--- config.mk ---
export PLATFORM = sky130hd
export DESIGN_NAME = multicycle_ctrl
export DESIGN_NICKNAME = d
export VERILOG_FILES = /design/src/rtl/multicycle_ctrl.sv
export SDC_FILE = /design/constraint.sdc
export NUM_CORES = 1
export LEC_CHECK = 0
export BUFFER_PORTS_ARGS = -buffer_cell sky130_fd_sc_hd__buf_4
export CAP_MARGIN = 20
export CORE_MARGIN = 2
export CORE_UTILIZATION = 25
export DETAILED_ROUTE_END_ITERATION = 12
export PLACE_DENSITY = 0.4
export SLEW_MARGIN = 20
export SYNTH_ARGS = -nofsm -noshare
export SYNTH_HDL_FRONTEND = slang
export SYNTH_SLANG_ARGS = --single-unit
--- constraint.sdc ---
create_clock -name clk -period 3.01 [get_ports clk]
set_input_delay 0 -clock clk [delete_from_list [all_inputs] [get_ports clk]]
set_output_delay 0 -clock clk [all_outputs]
set_load 0.02 [all_outputs]
--- src/rtl/multicycle_ctrl.sv ---
// Control FSM for the multi-cycle MIPS core.
// Decodes the IR opcode and funct fields and sequences every datapath strobe.
// Also runs the memory wait handshake and counts retired instructions.
// Outputs are decoded from the registered state; pc_en and ir_write in FETCH,
// and pc_en in BEQ, also follow live inputs. The async reset forces every
// output to its default immediately, so an aborted write never lingers.
module multicycle_ctrl #(
    parameter int CNT_W = 32
) (
    input  logic             clk,
    input  logic             rst,
    input  logic [5:0]       opcode,
    input  logic [5:0]       funct,
    input  logic             zero,
    input  logic             mem_ready,
    output logic             pc_en,
    output logic             iord,
    output logic             mem_read,
    output logic             mem_write,
    output logic             ir_write,
    output logic             reg_dst,
    output logic             mem_to_reg,
    output logic             reg_write,
    output logic             alu_src_a,
    output logic [1:0]       alu_src_b,
    output logic [1:0]       pc_src,
    output logic [2:0]       alu_ctrl,
    output logic [CNT_W-1:0] instr_count
);

    localparam logic [5:0] OP_RTYPE = 6'b000000;
    localparam logic [5:0] OP_LW    = 6'b100011;
    localparam logic [5:0] OP_SW    = 6'b101011;
    localparam logic [5:0] OP_BEQ   = 6'b000100;
    localparam logic [5:0] OP_ADDI  = 6'b001000;
    localparam logic [5:0] OP_SLTI  = 6'b001010;
    localparam logic [5:0] OP_J     = 6'b000010;

    localparam logic [2:0] ALU_AND = 3'b000;
    localparam logic [2:0] ALU_OR  = 3'b001;
    localparam logic [2:0] ALU_ADD = 3'b010;
    localparam logic [2:0] ALU_SUB = 3'b110;
    localparam logic [2:0] ALU_SLT = 3'b111;

    // Twelve live states; the four spare encodings fall back to FETCH.
    typedef enum logic [3:0] {
        S_FETCH   = 4'd0,
        S_DECODE  = 4'd1,
        S_MEM_ADR = 4'd2,
        S_MEM_RD  = 4'd3,
        S_MEM_WB  = 4'd4,
        S_MEM_WR  = 4'd5,
        S_R_EX    = 4'd6,
        S_R_WB    = 4'd7,
        S_BEQ     = 4'd8,
        S_IMM_EX  = 4'd9,
        S_IMM_WB  = 4'd10,
        S_JUMP    = 4'd11
    } state_t;

    state_t           state_q, state_d;
    logic [CNT_W-1:0] count_q, count_d;
    logic [2:0]       r_alu;
    logic             r_legal;

    // R-type funct decode; unknown functs run as ADD but never write back.
    always_comb begin
        r_alu   = ALU_ADD;
        r_legal = 1'b1;
        case (funct)
            6'b100000: r_alu = ALU_ADD;
            6'b100010: r_alu = ALU_SUB;
            6'b100100: r_alu = ALU_AND;
            6'b100101: r_alu = ALU_OR;
            6'b101010: r_alu = ALU_SLT;
            default:   r_legal = 1'b0;
        endcase
    end

    // Next-state selection and retire counting (one retire per return to FETCH).
    always_comb begin
        state_d = S_FETCH;
        case (state_q)
            S_FETCH:   state_d = mem_ready ? S_DECODE : S_FETCH;
            S_DECODE: begin
                case (opcode)
                    OP_RTYPE:         state_d = S_R_EX;
                    OP_LW, OP_SW:     state_d = S_MEM_ADR;
                    OP_BEQ:           state_d = S_BEQ;
                    OP_ADDI, OP_SLTI: state_d = S_IMM_EX;
                    OP_J:             state_d = S_JUMP;
                    default:          state_d = S_FETCH;
                endcase
            end
            S_MEM_ADR: state_d = (opcode == OP_LW) ? S_MEM_RD : S_MEM_WR;
            S_MEM_RD:  state_d = mem_ready ? S_MEM_WB : S_MEM_RD;
            S_MEM_WR:  state_d = mem_ready ? S_FETCH : S_MEM_WR;
            S_R_EX:    state_d = S_R_WB;
            S_IMM_EX:  state_d = S_IMM_WB;
            default:   state_d = S_FETCH;
        endcase
        count_d = count_q;
        if (state_q != S_FETCH && state_d == S_FETCH)
            count_d = count_q + 1'b1;
    end

    // State and retire counter registers; reset aborts any instruction in flight.
    always_ff @(posedge clk or negedge rst) begin
        if (!rst) begin
            state_q <= S_FETCH;
            count_q <= '0;
        end else begin
            state_q <= state_d;
            count_q <= count_d;
        end
    end

    // Datapath strobes decoded from state, held at defaults while reset is low.
    always_comb begin
        pc_en      = 1'b0;
        iord       = 1'b0;
        mem_read   = 1'b0;
        mem_write  = 1'b0;
        ir_write   = 1'b0;
        reg_dst    = 1'b0;
        mem_to_reg = 1'b0;
        reg_write  = 1'b0;
        alu_src_a  = 1'b0;
        alu_src_b  = 2'b00;
        pc_src     = 2'b00;
        alu_ctrl   = ALU_ADD;
        if (rst) begin
            case (state_q)
                S_FETCH: begin
                    mem_read  = 1'b1;
                    alu_src_b = 2'b01;
                    ir_write  = mem_ready;
                    pc_en     = mem_ready;
                end
                S_DECODE: alu_src_b = 2'b11;
                S_MEM_ADR: begin
                    alu_src_a = 1'b1;
                    alu_src_b = 2'b10;
                end
                S_MEM_RD: begin
                    mem_read = 1'b1;
                    iord     = 1'b1;
                end
                S_MEM_WB: begin
                    reg_write  = 1'b1;
                    mem_to_reg = 1'b1;
                end
                S_MEM_WR: begin
                    mem_write = 1'b1;
                    iord      = 1'b1;
                end
                S_R_EX: begin
                    alu_src_a = 1'b1;
                    alu_ctrl  = r_alu;
                end
                S_R_WB: begin
                    alu_src_a = 1'b1;
                    alu_ctrl  = r_alu;
                    reg_dst   = 1'b1;
                    reg_write = r_legal;
                end
                S_BEQ: begin
                    alu_src_a = 1'b1;
                    alu_ctrl  = ALU_SUB;
                    pc_src    = 2'b01;
                    pc_en     = zero;
                end
                S_IMM_EX: begin
                    alu_src_a = 1'b1;
                    alu_src_b = 2'b10;
                    alu_ctrl  = (opcode == OP_SLTI) ? ALU_SLT : ALU_ADD;
                end
                S_IMM_WB: reg_write = 1'b1;
                S_JUMP: begin
                    pc_src = 2'b10;
                    pc_en  = 1'b1;
                end
                default: ;
            endcase
        end
    end

    assign instr_count = count_q;

endmodule

==> results.md <==
- Crit Reg-Reg Startpoint: state_q[1]$_DFF_PN0_
- Post-route ant nets: 0
- Detailed Route Iter0 Violations: 110
- Std cell rows: 34
- H-tree depth: 2
- Crit Path Max Fanout: 16
- Total congestion overflow: 0
- Setup TNS Final: 0 ns
- Pleak: 1.320 nW
- CTS clk-pin slew, worst paths: 0.06 ns
- Crit start category: flip-flop
- Minimum clock period: between 2 and 3 ns
- Detailed placement HPWL: 3.941 mm
- Primary FF master, synth: dfrtp_1
- Placed Cells: 397
- Data required time of the worst path: 3.17 ns
- Sinks on Clock Net: 36
- Vias in the first global route: 1749
- Commonest non-fill, non-tap cells in the layout: 65 x buf_4, 36 x dfrtp_1, 20 x nand2_1, 17 x xor2_1, 16 x nor2_1
- Skew final: 0.008463 ns
- Async set or reset register ratio after synthesis: 100.0%
- Syn Std Cell Area: roughly 2200 um2
- Final period utilization: 86.51%
- Hold WC Path Type: input pin to flip-flop
- R2R depth: 7
- Register area share after synthesis: 40.11%
- Global routing met1 resource utilization: 16.06%
- Area of the die: 9757 um2
- DRC Markers: 0
- Final setup fails: 0
- Vias per cell: roughly 4.8
- CTS tree: built
- Max Slew Vio Count: 0
- Max-cap viol count: 0
- DIE WIDTH: 98.78 um
- Filler-free cell count of the finished design: 403
- Ant. Diodes: 0
- Routing usage on met3: 2.199%
- WL final: 5.433 mm
- Peak per-stage delay on the critical path: a little under 0.8 ns
- Crit end category: flip-flop
- Port Buffers: 63
- Worst VDD drop: approximately 240 uV
- Mapped Cells: 234
- Worst skew pair latency: 0.28 ns
- Critical Path, Cell by Cell: buf_4, or3b_1, a311oi_1, a311o_1, nor4_2, nand4_1, xnor2_1
- Clock Tree Root: clkbuf_8
- Hold Slack: 0.1620 ns
- DRT Pass-1 Iters: 4
- Status: finished, final reports clean
- PwrDens: 559.4 nW/um2
- Syn nets: about 250
- DR vias: 1931
- Initial core utilization: 25.75%
- First-pass GRT wire length: 8.742 mm
- Gpl congestion: between 0.6 and 0.7
- Area Overhead vs Synth: 27.91%
- Io pins: 64
- Initial antenna violation count: 0
- Post-CTS Setup Bufs: 0
- Flop and latch count out of synthesis: 36
- Worst Tran Pin Value: 0.9384 ns
- Post-route cell area: approximately 2900 um2
- Fraction of layout instances using a drive strength above 1: 31.53%
- Die height: 98.78 um
- Number of enable-type register cells in the synthesized netlist: 0
- Final hold vios: 0
- R2R Path End: instr_count[13]$_DFFE_PN0P_
- Hold Startpoint: opcode[4]
- Cell Area, Placed: 2794 um2
- Post-DR wirelength/cell: between 10 and 15 um
- Crit path max-delay cell type: nor4_2
- CP arrival: 2.77 ns
- Synth unique cells: 49
- CTS Buffer Depth: 2
- Most common cell after layout, fill and taps aside: buf_4
- Core Box Area: 8721 um2
- Rel. slew slack: 36.92%
- Fmax: 384.1 MHz
- Synth Area per Inst: 9.598 um2
- Tot GR Track Use: 11.05%
- Unrepaired setup endpoints after global routing: false
- Hold Path End: state_q[1]$_DFF_PN0_
- Yosys warns: 0
- Overall power: about 1.6 mW
- Fillers: 918
- Hold path cells: 4
- Pin count of the biggest net entering global routing: between 40 and 50
- FF-to-FF setup slack: 0.41 ns
- Met2 Use GR: between 10% and 20%
- Setup CP Type: flip-flop to flip-flop
- Fin nets: 314
- GR peak layer: met2
- TritonCTS Buffers: 5
-- cell families (layout without fill, tap and decap cells) --
family	count (synthesis)	in the layout	synth area share [%]
compound gates	26	26	8.023
xor+xnor	32	32	12.48
fa+ha+maj	1	1	0.5570
buf+inv	20	81	5.014
flops	36	36	40.11
mux	1	1	0.4457
simple gates	118	118	33.37
-- what timing repair did --
item	in CTS	in global routing
hold endpoints to repair	36	0
resized for setup	0	0
hold buffers	1	0
-- Yosys cell counts (2+ instances only) --
cell       n  share of area, %
o21ai_0    4              0.89
nor2b_1    7               1.9
o22ai_1    2              0.56
or4b_1     2              0.89
nand3_1   12               2.7
buf_4      3               1.0
or4_4      2               1.0
a31oi_1    2              0.56
and4_1     4               1.6
nand2b_1   3              0.84
nor2_1    16               2.7
nor4_2     3               1.7
a21oi_1    9               2.0
nor3_2    14               6.2
nand2_1   20               3.3
and3_1     4               1.1
xnor2_1   15               5.8
nor3_1     6               1.3
buf_2      2              0.45
inv_1     10               1.7
nand4_1    8               2.2
dfrtp_1   36                40
buf_6      3               1.5
nor4_1     2              0.56
xor2_1    17               6.6
or2_2      2              0.56
nor3b_1    4               1.3
-- worst max-delay path: cells and delay by family (launching register included) --
kind | cells | cell delay (ns)
DFF | 1 | 0.42
xor gates and xnor gates | 1 | 0.18
AOI/OAI and AO/OA | 2 | 0.49
buffers and inverters | 1 | 0.23
and+or+nand+nor | 3 | 1.16
-- how the worst max path moves through the flow --
stage                                   to                  from  cells past startpoint  slack, ns
3_3_place_gp   instr_count[31]$_DFFE_PN0P_  state_q[1]$_DFF_PN0_                      7       0.34
6_report       instr_count[13]$_DFFE_PN0P_  state_q[1]$_DFF_PN0_                      7       0.41
2_1_floorplan  instr_count[22]$_DFFE_PN0P_  state_q[1]$_DFF_PN0_                      8       0.73
4_1_cts        instr_count[31]$_DFFE_PN0P_  state_q[0]$_DFF_PN0_                      6       0.38
5_1_grt        instr_count[13]$_DFFE_PN0P_  state_q[1]$_DFF_PN0_                      7       0.15
3_5_place_dp   instr_count[31]$_DFFE_PN0P_  state_q[1]$_DFF_PN0_                      7       0.38
-- metal layers --
layer  part of all wire [%]  wire length, um
met4                   0.94               51
met1                     49             2675
met3                    4.3              231
met2                     46             2475
met5                      0                0
-- state kept, by name, indices dropped and copies added, names as in the netlist --
signal	count
instr_count	32
state_q	4
-- where the power goes --
group	switching (mW)	internal [mW]	total, mW
logic	0.412	0.255	0.667
clock network	0.160	0.149	0.310
registers	0.0962	0.534	0.630
total	0.668	0.938	1.61
-- stage by stage --
step,utilization [%],worst slack [ns]
2_1_floorplan,-,0.7327
3_5_place_dp,32.04,0.3811
3_3_place_gp,32.04,0.3404
4_1_cts,32.94,0.3836
5_1_grt,32.94,0.1475
6_report,32.94,0.4062
-- area by class of cell --
| class | instances | area, um2 | area share, % |
|---|---|---|---|
| multi-input combinational | 178 | 1232 | 42.90 |
| sequential | 36 | 900.9 | 31.36 |
| timing repair buffer | 66 | 498.0 | 17.33 |
| tap | 108 | 135.1 | 4.704 |
| clock buffer | 5 | 68.82 | 2.395 |
| inverter | 10 | 37.54 | 1.307 |
No activity file was read; power rests on OpenSTA's default activity.
